`config.mk`:
```
export PLATFORM = sky130hd
export DESIGN_NAME = seg7_scan_driver
export DESIGN_NICKNAME = d
export VERILOG_FILES = /design/src/rtl/seg7_pkg.sv /design/src/rtl/seg7_glyph.sv /design/src/rtl/seg7_scan_driver.sv
export SDC_FILE = /design/constraint.sdc
export NUM_CORES = 1
export LEC_CHECK = 0
export CORE_ASPECT_RATIO = 1.2
export CORE_UTILIZATION = 53
export DETAILED_ROUTE_END_ITERATION = 10
export HOLD_SLACK_MARGIN = 0.02
export PLACE_DENSITY_LB_ADDON = 0.25
export SYNTH_ARGS = -nofsm -noshare
export SYNTH_HDL_FRONTEND = slang
export SYNTH_HIERARCHICAL = 1
export SYNTH_SLANG_ARGS = --single-unit
```
`constraint.sdc`:
```
create_clock -name clk -period 4.1 [get_ports clk]
set_clock_uncertainty 0.2 [all_clocks]
set_input_delay 0.82 -clock clk [delete_from_list [all_inputs] [get_ports clk]]
set_output_delay 0.82 -clock clk [all_outputs]
set_load 0.005 [all_outputs]
```
`src/rtl/seg7_pkg.sv`:
```
// Shared types and glyph constants for the seven-segment scan driver.
// Glyphs are active-high, bit0=a .. bit6=g.
package seg7_pkg;

  typedef logic [6:0] seg_t;

  localparam seg_t SEG_BLANK = 7'b0000000;

  localparam seg_t GLYPH_0 = 7'b0111111;
  localparam seg_t GLYPH_1 = 7'b0000110;
  localparam seg_t GLYPH_2 = 7'b1011011;
  localparam seg_t GLYPH_3 = 7'b1001111;
  localparam seg_t GLYPH_4 = 7'b1100110;
  localparam seg_t GLYPH_5 = 7'b1101101;
  localparam seg_t GLYPH_6 = 7'b1111101;
  localparam seg_t GLYPH_7 = 7'b0000111;
  localparam seg_t GLYPH_8 = 7'b1111111;
  localparam seg_t GLYPH_9 = 7'b1101111;
  localparam seg_t GLYPH_A = 7'b1110111;
  localparam seg_t GLYPH_B = 7'b1111100;
  localparam seg_t GLYPH_C = 7'b0111001;
  localparam seg_t GLYPH_D = 7'b1011110;
  localparam seg_t GLYPH_E = 7'b1111001;
  localparam seg_t GLYPH_F = 7'b1110001;

endpackage

```
`src/rtl/seg7_glyph.sv`:
```
// Nibble to active-high segment pattern.
// Codes above 9 fall back to blank unless hex glyphs are enabled.
import seg7_pkg::*;

module seg7_glyph (
  input  logic [3:0] nib,
  input  logic       hex_mode,
  output seg_t       seg
);

  // Table lookup; hex letters gated by hex_mode
  always_comb begin
    seg = SEG_BLANK;
    unique case (nib)
      4'h0: seg = GLYPH_0;
      4'h1: seg = GLYPH_1;
      4'h2: seg = GLYPH_2;
      4'h3: seg = GLYPH_3;
      4'h4: seg = GLYPH_4;
      4'h5: seg = GLYPH_5;
      4'h6: seg = GLYPH_6;
      4'h7: seg = GLYPH_7;
      4'h8: seg = GLYPH_8;
      4'h9: seg = GLYPH_9;
      4'hA: seg = hex_mode ? GLYPH_A : SEG_BLANK;
      4'hB: seg = hex_mode ? GLYPH_B : SEG_BLANK;
      4'hC: seg = hex_mode ? GLYPH_C : SEG_BLANK;
      4'hD: seg = hex_mode ? GLYPH_D : SEG_BLANK;
      4'hE: seg = hex_mode ? GLYPH_E : SEG_BLANK;
      4'hF: seg = hex_mode ? GLYPH_F : SEG_BLANK;
    endcase
  end

endmodule

```
`src/rtl/seg7_scan_driver.sv`:
```
// Multi-digit time-multiplexed seven-segment driver.
// Shadowed value/dp, leading-zero blanking, registered outputs.
import seg7_pkg::*;

module seg7_scan_driver #(
  parameter int NDIGITS    = 8,
  parameter int SCAN_DIV   = 1000,
  parameter int HEX_MODE   = 1,
  parameter int ACTIVE_LOW = 1
) (
  input  logic                   clk,
  input  logic                   rst,
  input  logic                   en,
  input  logic                   load,
  input  logic [4*NDIGITS-1:0]   value,
  input  logic [NDIGITS-1:0]     dp_in,
  input  logic                   blank_lz,
  output logic [6:0]             seg,
  output logic                   dp,
  output logic [NDIGITS-1:0]     an,
  output logic                   frame_tick
);

  localparam int IW = $clog2(NDIGITS);
  localparam int PW = $clog2(SCAN_DIV);
  localparam logic [IW-1:0] I_MAX = IW'(NDIGITS - 1);
  localparam logic [PW-1:0] P_MAX = PW'(SCAN_DIV - 1);
  localparam logic POL = (ACTIVE_LOW != 0);
  localparam logic HEX = (HEX_MODE != 0);

  logic [4*NDIGITS-1:0] shadow_val;
  logic [NDIGITS-1:0]   shadow_dp;
  logic [PW-1:0]        presc;
  logic [IW-1:0]        idx;
  logic                 wrap;
  logic [3:0]           digit [NDIGITS];
  logic [NDIGITS-1:0]   lz;
  logic [NDIGITS-1:0]   an_d;
  logic                 all_zero;
  seg_t                 glyph;

  for (genvar g = 0; g < NDIGITS; g++) begin : g_dig
    assign digit[g] = shadow_val[4*g +: 4];
  end

  assign wrap = en && (presc == P_MAX);

  // Shadow registers: load works regardless of en
  always_ff @(posedge clk) begin
    if (rst) begin
      shadow_val <= '0;
      shadow_dp  <= '0;
    end else if (load) begin
      shadow_val <= value;
      shadow_dp  <= dp_in;
    end
  end

  // Prescaler, digit index and end-of-frame pulse
  always_ff @(posedge clk) begin
    if (rst) begin
      presc      <= '0;
      idx        <= '0;
      frame_tick <= 1'b0;
    end else begin
      frame_tick <= wrap && (idx == I_MAX);
      if (en) begin
        if (wrap) begin
          presc <= '0;
          idx   <= (idx == I_MAX) ? '0 : idx + 1'b1;
        end else begin
          presc <= presc + 1'b1;
        end
      end
    end
  end

  // Leading-zero mask: digit i blank when it and all above are zero
  always_comb begin
    lz       = '0;
    all_zero = 1'b1;
    for (int i = NDIGITS - 1; i >= 1; i--) begin
      all_zero = all_zero && (digit[i] == 4'h0);
      lz[i]    = blank_lz && all_zero;
    end
  end

  // One-hot digit select for the current index
  always_comb begin
    an_d      = '0;
    an_d[idx] = 1'b1;
  end

  seg7_glyph u_glyph (
    .nib      (digit[idx]),
    .hex_mode (HEX),
    .seg      (glyph)
  );

  // Output register with polarity applied; inactive when disabled
  always_ff @(posedge clk) begin
    if (rst || !en) begin
      seg <= {7{POL}};
      dp  <= POL;
      an  <= {NDIGITS{POL}};
    end else begin
      seg <= (lz[idx] ? SEG_BLANK : glyph) ^ {7{POL}};
      dp  <= shadow_dp[idx] ^ POL;
      an  <= an_d ^ {NDIGITS{POL}};
    end
  end

endmodule

```
==> impl_metrics.tcl <==
set metrics [dict create \
    status "finished clean" \
    clk_pin_slew_ns 0.07 \
    drc 0 \
    place.gp.congestion 0.8687 \
    ff_latch_area_mm2 0.001401 \
    ios 62 \
    reg2reg_depth 9 \
    cts_buffers 9 \
    async_flop_share 0 \
    arrival_ns 2.95 \
    dp.cells 466 \
    ant_nets 0 \
    cts_hold_buf 0 \
    layout.cells.non_filler 482 \
    path_buf_inv 0 \
    cp_top_family "flip-flops" \
    grt_pass1_vias 2414 \
    grt_max_degree 52 \
    yosys-top-cells-count "dfxtp_1 (70), nor2_1 (66), mux2i_1 (42)" \
    worst-slew-pin-transition_ns 0.8594 \
    synth.cell_area_mm2 0.003186 \
    p_leak_nw 1.643 \
    max_freq_mhz 338.9 \
    slowest_delay_ns 0.89 \
    ys.flop_type "dfxtp_1" \
    routed_wl_mm 6.320 \
    num_rows 30 \
    maxCapViolCount 0 \
    htreeDepth 3 \
    synth.distinct_cells 44 \
    final-hold-violation-count 0 \
    synth_edf_count 0 \
    setup_violations 0 \
    core_mm2 0.005743 \
    reg2reg_from "idx[1]" \
    antenna_found_initial 0 \
    worstSetupPathDepth 9 \
    hold_path_depth 2 \
    slowest_stage "dfxtp_1" \
    vias 2516 \
    clk-insertion-delay-late_ns 0.34 \
    endpoint_kind "flop" \
    cts_tree "done" \
    antennaDiodeCount 0 \
    drtIter0Drc 151 \
    ys_seq_elements 70 \
    numPortBuffers 61 \
    ir_drop_mv 0.2243 \
    wire_per_inst_um 13.11 \
    cts_setup_buffers 0 \
    cts_sinks 70 \
    ys_warn_count 6 \
    dp_hpwl_mm 4.657 \
    path_cells "mux4_2 -> nand2_1 -> nand2_1 -> or2b_2 -> o211ai_1 -> a22o_1 -> nand2_1 -> nor2_1 -> nand3_1" \
    reg2reg_setup_slack_ns 1.15 \
    p_per_area_mw_per_mm2 346.1 \
    period_share 0.7198 \
    nets 445 \
    hp-start "shadow_dp[5]" \
    root_buffer "clkbuf_8" \
    crit_path_start_kind "flop" \
    synth.avg_cell_area_um2 9.397 \
    fp.dieH_um 86.93 \
    cts_resized 0 \
    multiInputGateArea_mm2 0.001680 \
    overflow 0 \
    holdCritPathClass "reg -> reg" \
    die_w_um 72.77 \
    netlist.area_leader.share 0.4399 \
    ys_seq_area_frac 0.4399 \
    clockBufferDepth 2 \
    synth.area.top_cells "dfxtp_1 (44%), mux2i_1 (13%), nor2_1 (7.8%)" \
    rsz0062_at_grt "false" \
    fillers 484 \
    critPathLaunch "idx[1]" \
    crit_fanout 21 \
    vias_per_cell 5.220 \
    grt_usage 0.2302 \
    drive_gt1_frac 0.09950 \
    path_class "reg -> reg" \
    grt_pass1_wl_mm 11.08 \
    layout_min_cycle_time_ns 2.951 \
    drt_pass1_iterations 4 \
    synthToLayoutAreaGrowth_pct 25.92 \
    crit_path_frequent_cell "nand2_1" \
    synthMostInstantiatedCell "dfxtp_1" \
    finalSetupTns_ns 0 \
    required_ns 4.10 \
    netlist_instances 339 \
    yosysTopAreaCell "dfxtp_1" \
    maxSlewViolCount 0 \
    dieArea_mm2 0.006326 \
    relSlewSlack 0.4263 \
    initial_core_util 0.5547 \
]
==> stage by stage <==
stage	hold slack, ns	cell area (µm²)	setup slack (ns)	power, mW	utilization
2_1_floorplan	0.2546	3208	1.308	0.8469	-
3_3_place_gp	0.2715	3836	1.097	0.9160	0.6680
3_5_place_dp	0.2842	3836	1.049	0.9212	0.6680
4_1_cts	0.2967	4011	1.159	1.405	0.6985
5_1_grt	0.3431	4011	0.9157	1.453	0.6985
6_report	0.2969	4011	1.149	1.388	0.6985
==> power breakdown <==
group / switching [mW] / internal [mW]
Clock: 0.249 / 0.233
Sequential: 0.0205 / 0.710
Combinational: 0.0730 / 0.102
Total: 0.343 / 1.05
==> metal layers <==
| layer | vias up | track usage | wire (µm) |
|---|---|---|---|
| li1 | 1284 | - | - |
| met1 | 1157 | 0.2774 | 2818 |
| met4 | 0 | 0.1105 | 168 |
| met5 | - | 0 | 0 |
| met3 | 14 | 0.04514 | 205 |
| met2 | 61 | 0.3917 | 3127 |
==> worst min-delay path: cells and delay by family, from the launching register on <==
| kind | cells | cell delay [ns] |
|---|---|---|
| DFF | 1 | 0.33 |
| and+or+nand+nor | 1 | 0.07 |
| muxes | 1 | 0.06 |
==> registers in the layout, indices dropped and copies added, names as in the netlist <==
register    cells
presc          10
shadow_dp       8
shadow_val     32
dp              1
seg             7
frame_tick      1
an              8
idx             3
==> layout by cell type (no fill, tap or decap), types with 2 or more instances in the layout <==
cell type / instances
xnor2_1: 5
buf_4: 4
nand3_1: 13
inv_1: 5
clkbuf_8: 10
o22ai_1: 2
dfxtp_1: 70
clkinv_4: 2
o211ai_1: 2
clkdlybuf4s50_1: 60
xor2_1: 3
mux2i_1: 42
or4_1: 5
clkinv_2: 4
nand3b_1: 4
nand2b_1: 4
nand4b_1: 2
nand2_1: 29
mux2_2: 3
or3_1: 3
a21oi_1: 8
nor2_1: 66
ha_1: 3
and3_1: 2
nor4_1: 4
o21ai_0: 3
nand4_1: 4
conb_1: 7
nor3_1: 4
nor2b_1: 4
mux4_2: 10
==> logic make-up (layout without fill, tap and decap cells) <==
family | after synthesis | count (layout) | synth area share
muxes | 55 | 55 | 0.2133
and+or+nand+nor | 150 | 150 | 0.2223
other | 1 | 7 | 0.001177
adders and majority gates | 3 | 3 | 0.01178
xor gates and xnor gates | 8 | 8 | 0.02200
DFF | 70 | 70 | 0.4399
AOI/OAI and AO/OA | 23 | 23 | 0.04988
buffers and inverters | 29 | 86 | 0.03967
==> worst paths after layout <==
path / endpoint
setup / recovery: seg[5]
hold / removal: shadow_dp[5]
setup reg to reg: seg[5]
hold reg to reg: shadow_dp[5]
==> layout make-up <==
type | count | area share
clock buffer | 10 | 0.03431
clock inverter | 6 | 0.009357
inverter | 5 | 0.004679
multi-input combinational | 246 | 0.4189
sequential | 70 | 0.3493
tap | 80 | 0.02495
timing repair buffer | 65 | 0.1585
(Power assumes the default switching activity.)
